## src/rtl/biquad_coeff_loader_pkg.sv

```systemverilog
// Shared types and constants for the biquad coefficient loader: coefficient
// width, FSM state encoding and an index-width helper.
package biquad_coeff_loader_pkg;

  localparam int COEFF_BITS = 18;
  localparam int GAP_BITS   = 4;

  typedef enum logic [2:0] {
    ST_IDLE   = 3'd0,
    ST_SHIFT  = 3'd1,
    ST_GAP    = 3'd2,
    ST_UPDATE = 3'd3,
    ST_DONE   = 3'd4
  } state_t;

  // Bits needed to index n entries, never less than one.
  function automatic int clog2_min1(input int n);
    int r;
    r = 0;
    while ((1 << r) < n) begin
      r = r + 1;
    end
    return (r < 1) ? 1 : r;
  endfunction

endpackage

```

## src/rtl/biquad_coeff_loader_shadow.sv

```systemverilog
// Host-written shadow copy of the coefficients: NCOEFF x COEFF_BITS register
// file, one write port, combinational read port.
module biquad_coeff_loader_shadow
  import biquad_coeff_loader_pkg::*;
#(
  parameter int NCOEFF   = 4,
  parameter int ADDRBITS = 2,
  parameter int IDXBITS  = 2
) (
  input  logic                  clk,
  input  logic                  rst,
  input  logic                  i_wr_en,
  input  logic [ADDRBITS-1:0]   i_wr_addr,
  input  logic [COEFF_BITS-1:0] i_wr_dat,
  input  logic [IDXBITS-1:0]    i_rd_idx,
  output logic [COEFF_BITS-1:0] o_rd_dat
);

  logic [COEFF_BITS-1:0] r_mem [NCOEFF];

  always_ff @(posedge clk) begin
    if (rst) begin
      for (int k = 0; k < NCOEFF; k++) begin
        r_mem[k] <= '0;
      end
    end else if (i_wr_en) begin
      for (int k = 0; k < NCOEFF; k++) begin
        if (i_wr_addr == ADDRBITS'(k)) begin
          r_mem[k] <= i_wr_dat;
        end
      end
    end
  end

  always_comb begin
    o_rd_dat = '0;
    for (int k = 0; k < NCOEFF; k++) begin
      o_rd_dat = (i_rd_idx == IDXBITS'(k)) ? r_mem[k] : o_rd_dat;
    end
  end

endmodule

```

## src/rtl/biquad_coeff_loader.sv

```systemverilog
// Writer side of the biquad DSP coefficient-load interface: shifts the shadow
// coefficients into the B-cascade (last index first) and then commits them.
module biquad_coeff_loader
  import biquad_coeff_loader_pkg::*;
#(
  parameter int NCOEFF   = 4,
  parameter int ADDRBITS = 2,
  parameter int WR_GAP   = 0
) (
  input  logic                  clk,
  input  logic                  rst,
  input  logic                  cfg_wr_i,
  input  logic [ADDRBITS-1:0]   cfg_addr_i,
  input  logic [COEFF_BITS-1:0] cfg_dat_i,
  input  logic                  cfg_load_i,
  output logic                  cfg_busy_o,
  output logic                  cfg_done_o,
  output logic                  cfg_err_o,
  output logic [COEFF_BITS-1:0] coeff_dat_o,
  output logic                  coeff_wr_o,
  output logic                  coeff_update_o
);

  localparam int IDXBITS = clog2_min1(NCOEFF);
  localparam int AW1     = ADDRBITS + 1;
  localparam logic [IDXBITS-1:0]  IDX_LAST   = IDXBITS'(NCOEFF - 1);
  localparam logic [AW1-1:0]      ADDR_LIMIT = AW1'(NCOEFF);
  localparam logic [GAP_BITS-1:0] GAP_LAST   = (WR_GAP > 0) ? GAP_BITS'(WR_GAP - 1) : '0;

  state_t                r_state;
  state_t                w_state_nxt;
  logic [IDXBITS-1:0]    r_idx;
  logic [IDXBITS-1:0]    w_idx_nxt;
  logic [GAP_BITS-1:0]   r_gap_cnt;
  logic [GAP_BITS-1:0]   w_gap_nxt;

  logic                  r_busy;
  logic                  r_done;
  logic                  r_err;
  logic [COEFF_BITS-1:0] r_coeff_dat;
  logic                  r_coeff_wr;
  logic                  r_coeff_update;

  logic                  w_idle;
  logic                  w_addr_ok;
  logic                  w_wr_ok;
  logic                  w_load_ok;
  logic                  w_err_evt;
  logic                  w_bypass;
  logic [COEFF_BITS-1:0] w_rd_dat;
  logic [COEFF_BITS-1:0] w_shift_dat;

  assign w_idle    = (r_state == ST_IDLE);
  assign w_addr_ok = ({1'b0, cfg_addr_i} < ADDR_LIMIT);
  assign w_wr_ok   = w_idle & cfg_wr_i & w_addr_ok;
  assign w_load_ok = w_idle & cfg_load_i;
  assign w_err_evt = (cfg_wr_i & ~(w_idle & w_addr_ok)) | (cfg_load_i & ~w_idle);

  biquad_coeff_loader_shadow #(
    .NCOEFF   (NCOEFF),
    .ADDRBITS (ADDRBITS),
    .IDXBITS  (IDXBITS)
  ) u_shadow (
    .clk       (clk),
    .rst       (rst),
    .i_wr_en   (w_wr_ok),
    .i_wr_addr (cfg_addr_i),
    .i_wr_dat  (cfg_dat_i),
    .i_rd_idx  (w_idx_nxt),
    .o_rd_dat  (w_rd_dat)
  );

  // A write landing in the load cycle must be the value that gets shifted.
  assign w_bypass    = w_wr_ok && (cfg_addr_i == ADDRBITS'(w_idx_nxt));
  assign w_shift_dat = w_bypass ? cfg_dat_i : w_rd_dat;

  always_comb begin
    w_state_nxt = r_state;
    w_idx_nxt   = r_idx;
    w_gap_nxt   = r_gap_cnt;
    case (r_state)
      ST_IDLE: begin
        if (cfg_load_i) begin
          w_state_nxt = ST_SHIFT;
          w_idx_nxt   = IDX_LAST;
        end else begin
          w_state_nxt = ST_IDLE;
        end
      end
      ST_SHIFT: begin
        if (r_idx == '0) begin
          w_state_nxt = ST_UPDATE;
        end else begin
          w_idx_nxt = r_idx - IDXBITS'(1);
          if (WR_GAP > 0) begin
            w_state_nxt = ST_GAP;
            w_gap_nxt   = '0;
          end else begin
            w_state_nxt = ST_SHIFT;
          end
        end
      end
      ST_GAP: begin
        if (r_gap_cnt == GAP_LAST) begin
          w_state_nxt = ST_SHIFT;
        end else begin
          w_gap_nxt = r_gap_cnt + GAP_BITS'(1);
        end
      end
      ST_UPDATE: w_state_nxt = ST_DONE;
      ST_DONE:   w_state_nxt = ST_IDLE;
      default:   w_state_nxt = ST_IDLE;
    endcase
  end

  // Outputs are decoded from the next state so they line up with it.
  always_ff @(posedge clk) begin
    if (rst) begin
      r_state        <= ST_IDLE;
      r_idx          <= '0;
      r_gap_cnt      <= '0;
      r_busy         <= 1'b0;
      r_done         <= 1'b0;
      r_err          <= 1'b0;
      r_coeff_dat    <= '0;
      r_coeff_wr     <= 1'b0;
      r_coeff_update <= 1'b0;
    end else begin
      r_state        <= w_state_nxt;
      r_idx          <= w_idx_nxt;
      r_gap_cnt      <= w_gap_nxt;
      r_busy         <= (w_state_nxt != ST_IDLE);
      r_done         <= (w_state_nxt == ST_DONE);
      r_coeff_update <= (w_state_nxt == ST_UPDATE);
      r_coeff_wr     <= (w_state_nxt == ST_SHIFT);
      r_err          <= (r_err & ~w_load_ok) | w_err_evt;
      if (w_state_nxt == ST_SHIFT) begin
        r_coeff_dat <= w_shift_dat;
      end
    end
  end

  assign cfg_busy_o     = r_busy;
  assign cfg_done_o     = r_done;
  assign cfg_err_o      = r_err;
  assign coeff_dat_o    = r_coeff_dat;
  assign coeff_wr_o     = r_coeff_wr;
  assign coeff_update_o = r_coeff_update;

endmodule

```

## config.mk

```make
export PLATFORM = sky130hd
export DESIGN_NAME = biquad_coeff_loader
export DESIGN_NICKNAME = d
export VERILOG_FILES = /design/src/rtl/biquad_coeff_loader_pkg.sv /design/src/rtl/biquad_coeff_loader_shadow.sv /design/src/rtl/biquad_coeff_loader.sv
export SDC_FILE = /design/constraint.sdc
export NUM_CORES = 1
export LEC_CHECK = 0
export BUFFER_PORTS_ARGS = -buffer_cell sky130_fd_sc_hd__buf_2
export CAP_MARGIN = 0
export CORE_MARGIN = 2
export CORE_UTILIZATION = 55
export CTS_CLUSTER_DIAMETER = 200
export DETAILED_ROUTE_END_ITERATION = 7
export PLACE_DENSITY_LB_ADDON = 0.12
export SETUP_SLACK_MARGIN = 0.1
export SKIP_LAST_GASP = 1
export SYNTH_ARGS = -nofsm -noshare
export SYNTH_HDL_FRONTEND = slang
export SYNTH_HIERARCHICAL = 1
export SYNTH_SLANG_ARGS = --single-unit
```

## constraint.sdc

```tcl
create_clock -name clk -period 5.85 [get_ports clk]
set_input_delay 0.8775 -clock clk [delete_from_list [all_inputs] [get_ports clk]]
set_output_delay 0.8775 -clock clk [all_outputs]
set_load 0.05 [all_outputs]
```

==> results_dict.tcl <==
set metrics [dict create \
    drc 0 \
    grtUsageTotal_pct 22.71 \
    syn_inst 352 \
    routed_wl_um 9486 \
    async_flop_share_pct 0 \
    num_vias 2862 \
    hpwlAfterDp_um 5947 \
    r2r_start "r_state[0]" \
    status "complete, no violations" \
    gp_congestion 0.7342 \
    maxSlewViolCount 0 \
    syn-cell-area_um2 4581 \
    num_io_pins 47 \
    initial_core_util_pct 56.31 \
    io_buffers 46 \
    grt_pass1_vias 2896 \
    final_cell_count_no_fill 504 \
    skew_ns 0.009554 \
    ir_drop_v 0.0001805 \
    die_h_um 95.26 \
    n_fill_cell 665 \
    regArea_um2 2803 \
    ys_types 44 \
    yosys_warnings 6 \
    numClockSinks 104 \
    firstDrtPassIters 4 \
    avgSynthCellArea_um2 13.01 \
    maxCapViolations 0 \
    whs_ns 0.4499 \
    period_needed_ns 2.835 \
    dp.cells 488 \
    grt_overflow 0 \
    hold_viol 0 \
    avgViaCountPerCell 5.679 \
    path_class "in2reg" \
    ant_nets 0 \
    yosysTopAreaCell "edfxtp_1" \
    drive_above_1_share_pct 22.06 \
    fin_setup_tns_ns 0 \
    worstPathMaxFanout 20 \
    cts_root_buffer "clkbuf_8" \
    area_growth_pct 10.52 \
    synth_nets 378 \
    finalCritPeriodShare_pct 48.46 \
    ys_seq_elements 104 \
    critical_path_arrival_ns 3.06 \
    fin_nets 420 \
    netlist_top_cells_area "edfxtp_1 (47%), dfxtp_1 (14%), nor2_1 (6.6%)" \
    clock.fmax_ghz 0.3528 \
    multi_input_area_um2 1610 \
    rows 33 \
    leakagePower_nw 2.009 \
    startpoint "cfg_load_i" \
    rsz0062_at_grt "no" \
    cts_buffer_depth 2 \
    min_from "coeff_dat_o[14]" \
    wire_per_inst_um 18.82 \
    finalPower_mw 1.664 \
    first_iter_violations 229 \
    cts_max_level 3 \
    hp-class "reg2reg" \
    dieArea_um2 9074 \
    post_cts_buffers 0 \
    core_area_um2 8134 \
    insertedDiodeCount 0 \
    synth-edff-count 72 \
    cp_data_required_time_ns 6.07 \
    cts_resized 0 \
    p_per_area_nw_per_um2 328.8 \
    crit_path_end_kind "flop" \
    synth_ff_type "edfxtp_1" \
    clkTransAtPathRegs_ns 0.10 \
    seq_area_frac_synth_pct 61.19 \
    finalSetupViolCount 0 \
    antenna_found_initial 0 \
    cts_inserted_buffers 9 \
    worstSetupStartpointType "primary input" \
    synth_top_area_share_pct 47.20 \
    grt_pass1_wl_um 15200 \
    hold_buffers 0 \
    tritoncts "built" \
    clock_latency_ns 0.35 \
    tightest_slew_ns 1.248 \
    die_x_um 95.26 \
    grt_max_degree 36 \
    slew_headroom_pct 16.73 \
]
[power breakdown]
part / total, mW / switching (mW) / internal [mW] / leakage, nW
registers: 0.863 / 0.0234 / 0.840 / 1.01
logic: 0.315 / 0.205 / 0.110 / 0.893
clock network: 0.487 / 0.245 / 0.241 / 0.103
[final timing paths]
check,to,slack (ns),depth (start not counted)
worst max-delay path,coeff_dat_o[1],3.02,6
worst max register to register,u_shadow/r_mem[0][1],3.16,5
worst min register to register,coeff_dat_o[14],0.45,2
worst min-delay path,coeff_dat_o[14],0.45,2
[layout by cell type, fill, tap and decap left out, drive strengths merged, types with 2 or more instances in the layout]
cell,Yosys,final
nor2,80,80
edfxtp,72,72
buf,16,52
dfxtp,32,32
nand2,24,24
o21ai,19,19
mux2i,18,18
nand3b,18,18
mux4,18,18
clkbuf,5,9
a21oi,7,7
inv,6,6
o21bai,4,4
nand2b,3,3
nor3b,3,3
clkinv,0,3
or2,2,2
nand3,2,2
o211ai,2,2
nor2b,2,2
xnor2,2,2
ha,2,2
clkinvlp,0,2
bufinv,0,2
[worst max-delay path: stages]
cell and delay, ns:
buf_2 0.14, nor3b_2 0.20, a2bb2oi_2 0.93, mux2_4 0.58
mux2i_1 0.25, o21ai_1 0.07
[final cells by class]
type / count / share of cell area (%)
sequential: 104 / 55.36
clock buffer: 9 / 2.447
tap: 105 / 2.595
clock inverter: 7 / 1.903
inverter: 6 / 0.4449
multi-input combinational: 221 / 31.81
timing repair buffer: 52 / 5.437
[flip-flops by register name, summed over array words and instances (netlist names), 2 cells and up]
name            count
u_shadow/r_mem     72
coeff_dat_o        18
r_gap_cnt           4
r_state             3
r_idx               2
[stage by stage]
step           worst slack (ns)  util [%]  area [um^2]
2_1_floorplan             2.971         -         4581
3_3_place_gp              2.663     59.53         4842
3_5_place_dp              2.619     59.53         4842
4_1_cts                   3.003     62.24         5062
5_1_grt                   2.861     62.24         5062
6_report                  3.015     62.24         5062
[per-layer routing]
layer | vias to the layer above | global-route usage (%) | wire length (um)
met3 | 8 | 3.557 | 387
li1 | 1356 | - | -
met2 | 66 | 37.85 | 4702
met4 | 0 | 7.367 | 81
met1 | 1432 | 30.77 | 4313
met5 | - | 0 | 0
[cells by family after synthesis]
group | Yosys count | share of synthesized area (%)
DFF | 104 | 61.19
muxes | 37 | 13.77
and+or+nand+nor | 141 | 14.72
AOI/OAI and AO/OA | 39 | 5.654
buffers and inverters | 27 | 3.742
xor gates and xnor gates | 2 | 0.3825
adders and majority gates | 2 | 0.5462
[cell usage after synthesis, types with 2 or more instances]
library cell,number
nand2_1,23
edfxtp_1,72
nand2b_1,3
o21bai_1,4
nor2b_1,2
buf_2,10
nand3b_1,18
nand3_1,2
o211ai_1,2
clkbuf_1,5
ha_1,2
o21ai_1,19
a21oi_1,6
mux4_1,8
dfxtp_1,32
mux4_2,10
xnor2_1,2
or2_2,2
buf_6,4
nor3b_1,2
mux2i_1,18
nor2_1,80
inv_1,5
Note: power is estimated with default switching activity, not from simulation.
